**config.mk**
```make
export PLATFORM = sky130hd
export DESIGN_NAME = ram_write_arbiter
export DESIGN_NICKNAME = d
export VERILOG_FILES = /design/src/rtl/ram_write_arbiter.sv
export SDC_FILE = /design/constraint.sdc
export NUM_CORES = 1
export LEC_CHECK = 0
export ABC_AREA = 1
export CORE_MARGIN = 1.5
export CORE_UTILIZATION = 50
export CTS_CLUSTER_SIZE = 24
export DETAILED_ROUTE_END_ITERATION = 12
export PLACE_DENSITY = 0.89
export SLEW_MARGIN = 40
export SYNTH_ARGS = -nofsm -noshare
export SYNTH_HDL_FRONTEND = slang
export SYNTH_SLANG_ARGS = --single-unit
export TNS_END_PERCENT = 1
```
**constraint.sdc**
```tcl
create_clock -name clk -period 3.3 [get_ports clk]
set_input_delay 0.66 -clock clk [delete_from_list [all_inputs] [get_ports clk]]
set_output_delay 0.66 -clock clk [all_outputs]
set_load 0.02 [all_outputs]
```
**src/rtl/ram_write_arbiter.sv**
```systemverilog
// Two-requester RAM write-port arbiter. Each requester has a one-word holding
// register and a base+offset address generator; a round-robin grant drains them.
module ram_write_arbiter #(
  parameter int N  = 32,
  parameter int AW = 20
) (
  input  logic          clk,
  input  logic          reset,
  input  logic          start0,
  input  logic          start1,
  input  logic [AW-1:0] base0,
  input  logic [AW-1:0] base1,
  input  logic          valid0,
  input  logic          valid1,
  input  logic [N-1:0]  data0,
  input  logic [N-1:0]  data1,
  output logic          ready0,
  output logic          ready1,
  output logic          wr_en,
  output logic [AW-1:0] wr_addr,
  output logic [N-1:0]  wr_data,
  output logic [AW-1:0] count0,
  output logic [AW-1:0] count1,
  output logic          busy
);

  localparam int NUM_REQ = 2;

  logic [NUM_REQ-1:0]         start_v, valid_v, full, grant, ready_v;
  logic [NUM_REQ-1:0][N-1:0]  data_v, hold;
  logic [NUM_REQ-1:0][AW-1:0] base_v, offset;
  logic                       rr_last, sel;

  assign start_v = {start1, start0};
  assign valid_v = {valid1, valid0};
  assign data_v  = {data1, data0};
  assign base_v  = {base1, base0};

  generate
    for (genvar i = 0; i < NUM_REQ; i++) begin : g_req
      logic          full_r;
      logic [N-1:0]  hold_r;
      logic [AW-1:0] off_r;

      // A pop and a refill in the same cycle keep the register full.
      always_ff @(posedge clk) begin
        if (reset) begin
          full_r <= 1'b0;
          hold_r <= '0;
          off_r  <= '0;
        end else begin
          if (valid_v[i] && ready_v[i]) begin
            hold_r <= data_v[i];
            full_r <= 1'b1;
          end else if (grant[i]) begin
            full_r <= 1'b0;
          end
          if (start_v[i])    off_r <= '0;
          else if (grant[i]) off_r <= off_r + AW'(1);
        end
      end

      assign full[i]    = full_r;
      assign hold[i]    = hold_r;
      assign offset[i]  = off_r;
      assign ready_v[i] = ~full_r | grant[i];
    end
  endgenerate

  // Tie goes to the requester that was not granted last.
  always_comb begin
    grant = '0;
    if (full[0] && (!full[1] || rr_last)) grant[0] = 1'b1;
    else if (full[1])                     grant[1] = 1'b1;
  end

  assign sel = grant[1];

  always_ff @(posedge clk) begin
    if (reset) begin
      wr_en   <= 1'b0;
      wr_addr <= '0;
      wr_data <= '0;
      rr_last <= 1'b1;
    end else begin
      wr_en <= |grant;
      if (|grant) begin
        wr_data <= hold[sel];
        wr_addr <= base_v[sel] + offset[sel];
        rr_last <= sel;
      end
    end
  end

  assign ready0 = ready_v[0];
  assign ready1 = ready_v[1];
  assign count0 = offset[0];
  assign count1 = offset[1];
  assign busy   = |full | wr_en;

endmodule

```
== Word level (Yosys, flattened, before mapping) ==
Index checks and enable logic that the tools add are counted.
Operators by class
  div/mod/pow operators: 0
  multiply operators: 0
  reduce and logical (&&, ||, !) cells: 11
  multiplexer cells: 13
  equality and inequality tests: 0
  add/subtract/negate cells: 3
  $lt $le $gt $ge: 1
  shift operators: 0
  bitwise operators: 5
Operators with widths (number)
  $mux 20: 4
  $mux 32: 2
  $add 20x1->20 const B: 2
  $add 20x20->20: 1
  $reduce_or 2->1: 4
  $mux 1: 7
  $reduce_bool 2->1: 2
  $logic_and 1x1->1: 3
  $or 1x1->1: 3
  $lt 1x2->1 const B: 1
  $not 1->1: 2
  $logic_not 1->1: 1
  $logic_or 1x1->1: 1
Word-level totals
  output and inout bits: 96
  register bits after elaboration: 160
  memories kept: 0
  bits in read-only memories: 0
  memory bits (writable): 0
  input bits: 110
  bits in latches: 0
  logic and storage cells: 43

== Depth between registers and ports, before layout ==
  depth after elaboration: 7
  mapped depth: 21
  gate-level depth less buffers: 19

== Worst setup path after synthesis ==
OpenSTA, ideal clock, no wires.
  path kind: register -> register
  start point: reg g_req[1].full_r
  end point: reg wr_addr[12]
  period minus slack after synthesis: 2.720 ns
  slack: 0.580 ns
  buffers on the path: 3
  library setup time: 0.109 ns
  arrival: 2.611 ns
  stages on the path, launching flop included: 21
  required time: 3.191 ns
  cells stage by stage: dfxtp_1 -> inv_2 -> a21oi_4 -> buf_4 -> buf_4 -> buf_2 -> nand2_1 -> nand2_1 -> ha_1 -> inv_1 -> fa_1 -> inv_1 -> nand3_1 -> nand3_1 -> nand2_1 -> nand2_1 -> nand2_1 -> nand3_1 -> nand3_1 -> nand2_1 -> inv_1
On the way
  longest elaborated chain between the ends: 7
  elaborated cells on any way between the ends: 12
  classes of those cells: add/sub: 1; mux: 7; reduce/logical: 4
RTL lines
  start, declared: line 41  | logic full_r;
  start signal, assigned: line 48  | full_r <= 1'b0;
  start signal, assigned: line 54  | full_r <= 1'b1;
  start signal, assigned: line 56  | full_r <= 1'b0;
  $logic_not 1->1: line 73  | if (full[0] && (!full[1] || rr_last)) grant[0] = 1'b1;
  $logic_or 1x1->1: line 73
  $logic_and 1x1->1: line 73
  $mux 1: line 73
  $mux 20 (implied by the code) (2 in series): line 89  | wr_addr <= base_v[sel] + offset[sel];
  $add 20x20->20: line 89
  end signal, assigned: line 89
  end, declared: line 20  | output logic [AW-1:0] wr_addr,
Parallel ways exist; a longest one is shown, timed or not. The select of a mux whose other input is x is not followed.
A chain may end at the register's enable or synchronous reset.

== Worst setup path in the final report ==
Ends and elaborated chain as after synthesis.

==> impl_metrics.py <==
metrics = {
    "status": {
        "status": "finished clean",
    },
    "synthesis": {
        "yosys.area_share.adder_pct": 3.49,
        "syn_avg_cell_area_um2": 6.76,
        "yosysTopAreaCellShare_pct": 39.6,
        "yosysTopAreaCell": "dfxtp_1",
        "yosysWarnings": 0,
        "yosys.area_share.simple_pct": 30.7,
        "yosysSeqAreaShare_pct": 39.6,
        "synth_compound_area_share_pct": 13.2,
        "async_flop_share_pct": 0,
        "synthCells": 1197,
        "synth-xor-area-share_pct": 1.95,
        "synth_edf_count": 0,
        "synth_top_family_by_area": "simple AND/OR/NAND/NOR gates",
        "syn-num-nets": 1329,
        "ys_types": 32,
        "synthesis.area_mm2": 0.00809,
        "ys.flop_type": "dfxtp_1",
        "synthTopCellsByArea": "dfxtp_1 (40%), nand2_1 (13%), nor2_1 (9.8%)",
        "synth-seq-cells": 160,
        "synthMuxAreaShare_pct": 3.83,
    },
    "worst_hold_path": {
        "hp-class": "flop to flop",
        "holdPathEnd": "wr_addr[0]",
        "hold_start": "wr_addr[0]",
        "hold_depth": 2,
    },
    "timing": {
        "slew_headroom_pct": 58.0,
        "finalMaxSlewViolations": 0,
        "finalSetupViolCount": 0,
        "hold_violations": 0,
        "post-route-min-period_ns": 2.76,
        "final.period_utilization_pct": 83.6,
        "fmax_mhz": 363,
        "fin_setup_tns_ns": 0,
        "tightest_slew_ns": 0.629,
        "rsz0062_at_grt": "false",
        "skew_ns": 0.00602,
    },
    "clock_network": {
        "clk_latency_ns": 0.43,
        "cts_buffers": 17,
        "cts_tree": "yes",
        "path_clk_slew_ns": 0.07,
        "cts-root-buf": "clkbuf_16",
        "postCtsSetupBuffers": 0,
        "cts_resized": 0,
        "cts_sinks": 160,
        "htree_levels": 4,
        "clk_path_buf_depth": 2,
        "postCtsHoldBufs": 0,
    },
    "global_routing": {
        "grt_use_total_pct": 29.1,
        "grt_max_degree": 57,
        "grt.overflow.total": 0,
        "antenna_found_initial": 1,
        "grt_pass1_vias": 8245,
        "grt_pass1_wl_um": 38600,
    },
    "floorplan": {
        "core_area_mm2": 0.0158,
        "start_util_pct": 51.1,
        "fp.dieW_um": 130,
        "dieArea_mm2": 0.0170,
        "io_pins": 206,
        "num_rows": 46,
        "die_height_um": 130,
    },
    "power": {
        "p_leak_uw": 0.00463,
        "max-vdd-ir-drop_mv": 0.377,
        "power_density_mw_per_mm2": 445,
    },
    "worst_setup_path": {
        "r2r_slack_ns": 0.54,
        "critPathCaptureType": "flop",
        "cp-start-kind": "flop",
        "cpMostUsedCell": "nand2_1",
        "cp_slowest_cell": "dfxtp_1",
        "cp_cell_sequence": "inv_2 > a21oi_4 > buf_12 > nand2_1 > nand2_1 > ha_1 > inv_1 > fa_1 > inv_1 > nand3_1 > nand3_1 > nand2_1 > nand2_1 > nand2_1 > nand3_1 > nand3_1 > nand2_1 > inv_1",
        "r2r_cells": 18,
        "required_ns": 3.63,
        "r2r_end": "wr_addr[12]",
        "cp.buffers_inverters": 5,
        "criticalPathCategory": "flop to flop",
        "crit_fanout": 56,
        "r2r-start": "g_req[1].full_r",
        "arrival_ns": 3.09,
        "critical_path.top_delay_family": "simple AND/OR/NAND/NOR gates",
        "worst_path_largest_cell_delay_ns": 0.47,
    },
    "detailed_routing": {
        "num_vias": 8720,
        "routedWlPerCell_um": 15.3,
        "drc_errors": 0,
        "ant_nets": 0,
        "firstDrtPassIters": 5,
        "vias_per_cell": 5.40,
        "initialDrtViolationCount": 642,
        "routed_wl_um": 24700,
    },
    "final_layout": {
        "area_growth_pct": 35.5,
        "fin_util_pct": 69.2,
        "drive_gt1_share_pct": 4.43,
        "fin_nets": 1518,
        "n_antenna_cell": 0,
    },
    "placement": {
        "gp_congestion": 0.927,
        "port_buffers": 205,
        "dp_hpwl_um": 17600,
    },
    "run": {
        "cap_violations": 0,
    },
}
[report_power, final]
part           internal, µW  switching, µW  total (µW)
registers              2050           69.0        2110
logic                   359            433         792
clock network          1080            896        1970
[per-stage QoR]
| step | hold slack (ns) | cells | total power (µW) | setup WS (ns) | instance area (µm²) |
|---|---|---|---|---|---|
| CTS | 0.487 | 1615 | 4900 | 0.549 | 11000 |
| finish | 0.484 | 1615 | 4880 | 0.542 | 11000 |
| global route | 0.504 | 1615 | 5070 | 0.231 | 11000 |
| detailed placement | 0.470 | 1583 | 2940 | 0.433 | 10400 |
| global placement | 0.456 | 1583 | 2920 | 0.474 | 10400 |
| floorplan | 0.430 | 1197 | 2560 | 0.580 | 8090 |
[metal layers]
metal	vias up	global-route usage, %	wire length [µm]
li1	4250	-	-
met1	3980	33.3	9530
met2	387	49.8	12000
met3	101	6.40	1880
met4	2	17.2	1260
met5	-	0	13
[worst register-to-register path, stage by stage (launching register included)]
cell and delay (ns):
dfxtp_1 0.47, inv_2 0.09, a21oi_4 0.16, buf_12 0.25, nand2_1 0.09, nand2_1 0.12, ha_1 0.21, inv_1 0.06
fa_1 0.40, inv_1 0.12, nand3_1 0.07, nand3_1 0.11, nand2_1 0.08, nand2_1 0.12, nand2_1 0.08, nand3_1 0.07
nand3_1 0.07, nand2_1 0.06, inv_1 0.04
[layout by cell type (no fill, tap or decap), types with 2 or more instances in the layout]
master / n
nand3_1: 84
clkdlybuf4s50_1: 205
and2_1: 3
ha_1: 21
nand4_1: 5
o21ai_0: 142
o21a_1: 3
a21oi_1: 50
buf_12: 3
o21bai_1: 2
clkinv_1: 3
inv_2: 3
nor3_1: 14
nor2_1: 210
inv_6: 3
nand4_2: 2
inv_8: 5
clkinv_4: 2
nand3b_1: 3
clkbuf_16: 17
buf_4: 13
mux2i_1: 31
nor2_2: 3
inv_1: 94
nand2_1: 282
xnor2_1: 4
o211ai_1: 2
a31oi_1: 4
xor2_1: 14
clkinvlp_4: 3
dfxtp_1: 160
[worst max-delay path by stage]
stage	start	to	slack, ns	cells past startpoint
2_1_floorplan	g_req[1].full_r	wr_addr[12]	0.58	20
3_3_place_gp	base1[0]	wr_addr[12]	0.47	16
3_5_place_dp	base1[0]	wr_addr[12]	0.43	16
4_1_cts	g_req[1].full_r	wr_addr[7]	0.55	14
5_1_grt	g_req[1].full_r	wr_addr[16]	0.23	18
6_report	g_req[1].full_r	wr_addr[12]	0.54	18
[final cells by class]
type                    instances  area (µm²)
clock buffers                  17         425
clock inverters                15         169
fillers                      1288        4870
inverters                     100         375
multi-input cells             886        4310
flip-flops and latches        160        3200
well taps                     216         270
repair buffers                221        2210
[cells by family (layout without fill, tap and decap cells)]
kind of cell,count (synthesis),count (layout)
compound gates,205,205
xor+xnor,18,18
fa+ha+maj,22,22
buf+inv,151,353
flops,160,160
mux,31,31
simple gates,610,610
[synth_stat cells, drive strengths merged (4+ instances only)]
| master | count |
|---|---|
| clkbuf | 42 |
| dfxtp | 160 |
| xor2 | 14 |
| nand4 | 7 |
| mux2i | 31 |
| xnor2 | 4 |
| nor3 | 15 |
| inv | 96 |
| nand3 | 85 |
| a31oi | 4 |
| ha | 21 |
| nand2 | 282 |
| nor2 | 214 |
| a21oi | 51 |
| buf | 9 |
| clkinv | 4 |
| o21ai | 142 |
[state kept, by name, summed over array words and instances, names as in the netlist]
signal and flops:
g_req.full_r 2, wr_en 1, rr_last 1, wr_addr 20, g_req.hold_r 64, count0 20
count1 20, wr_data 32
No activity file was read; power rests on OpenSTA's default activity.
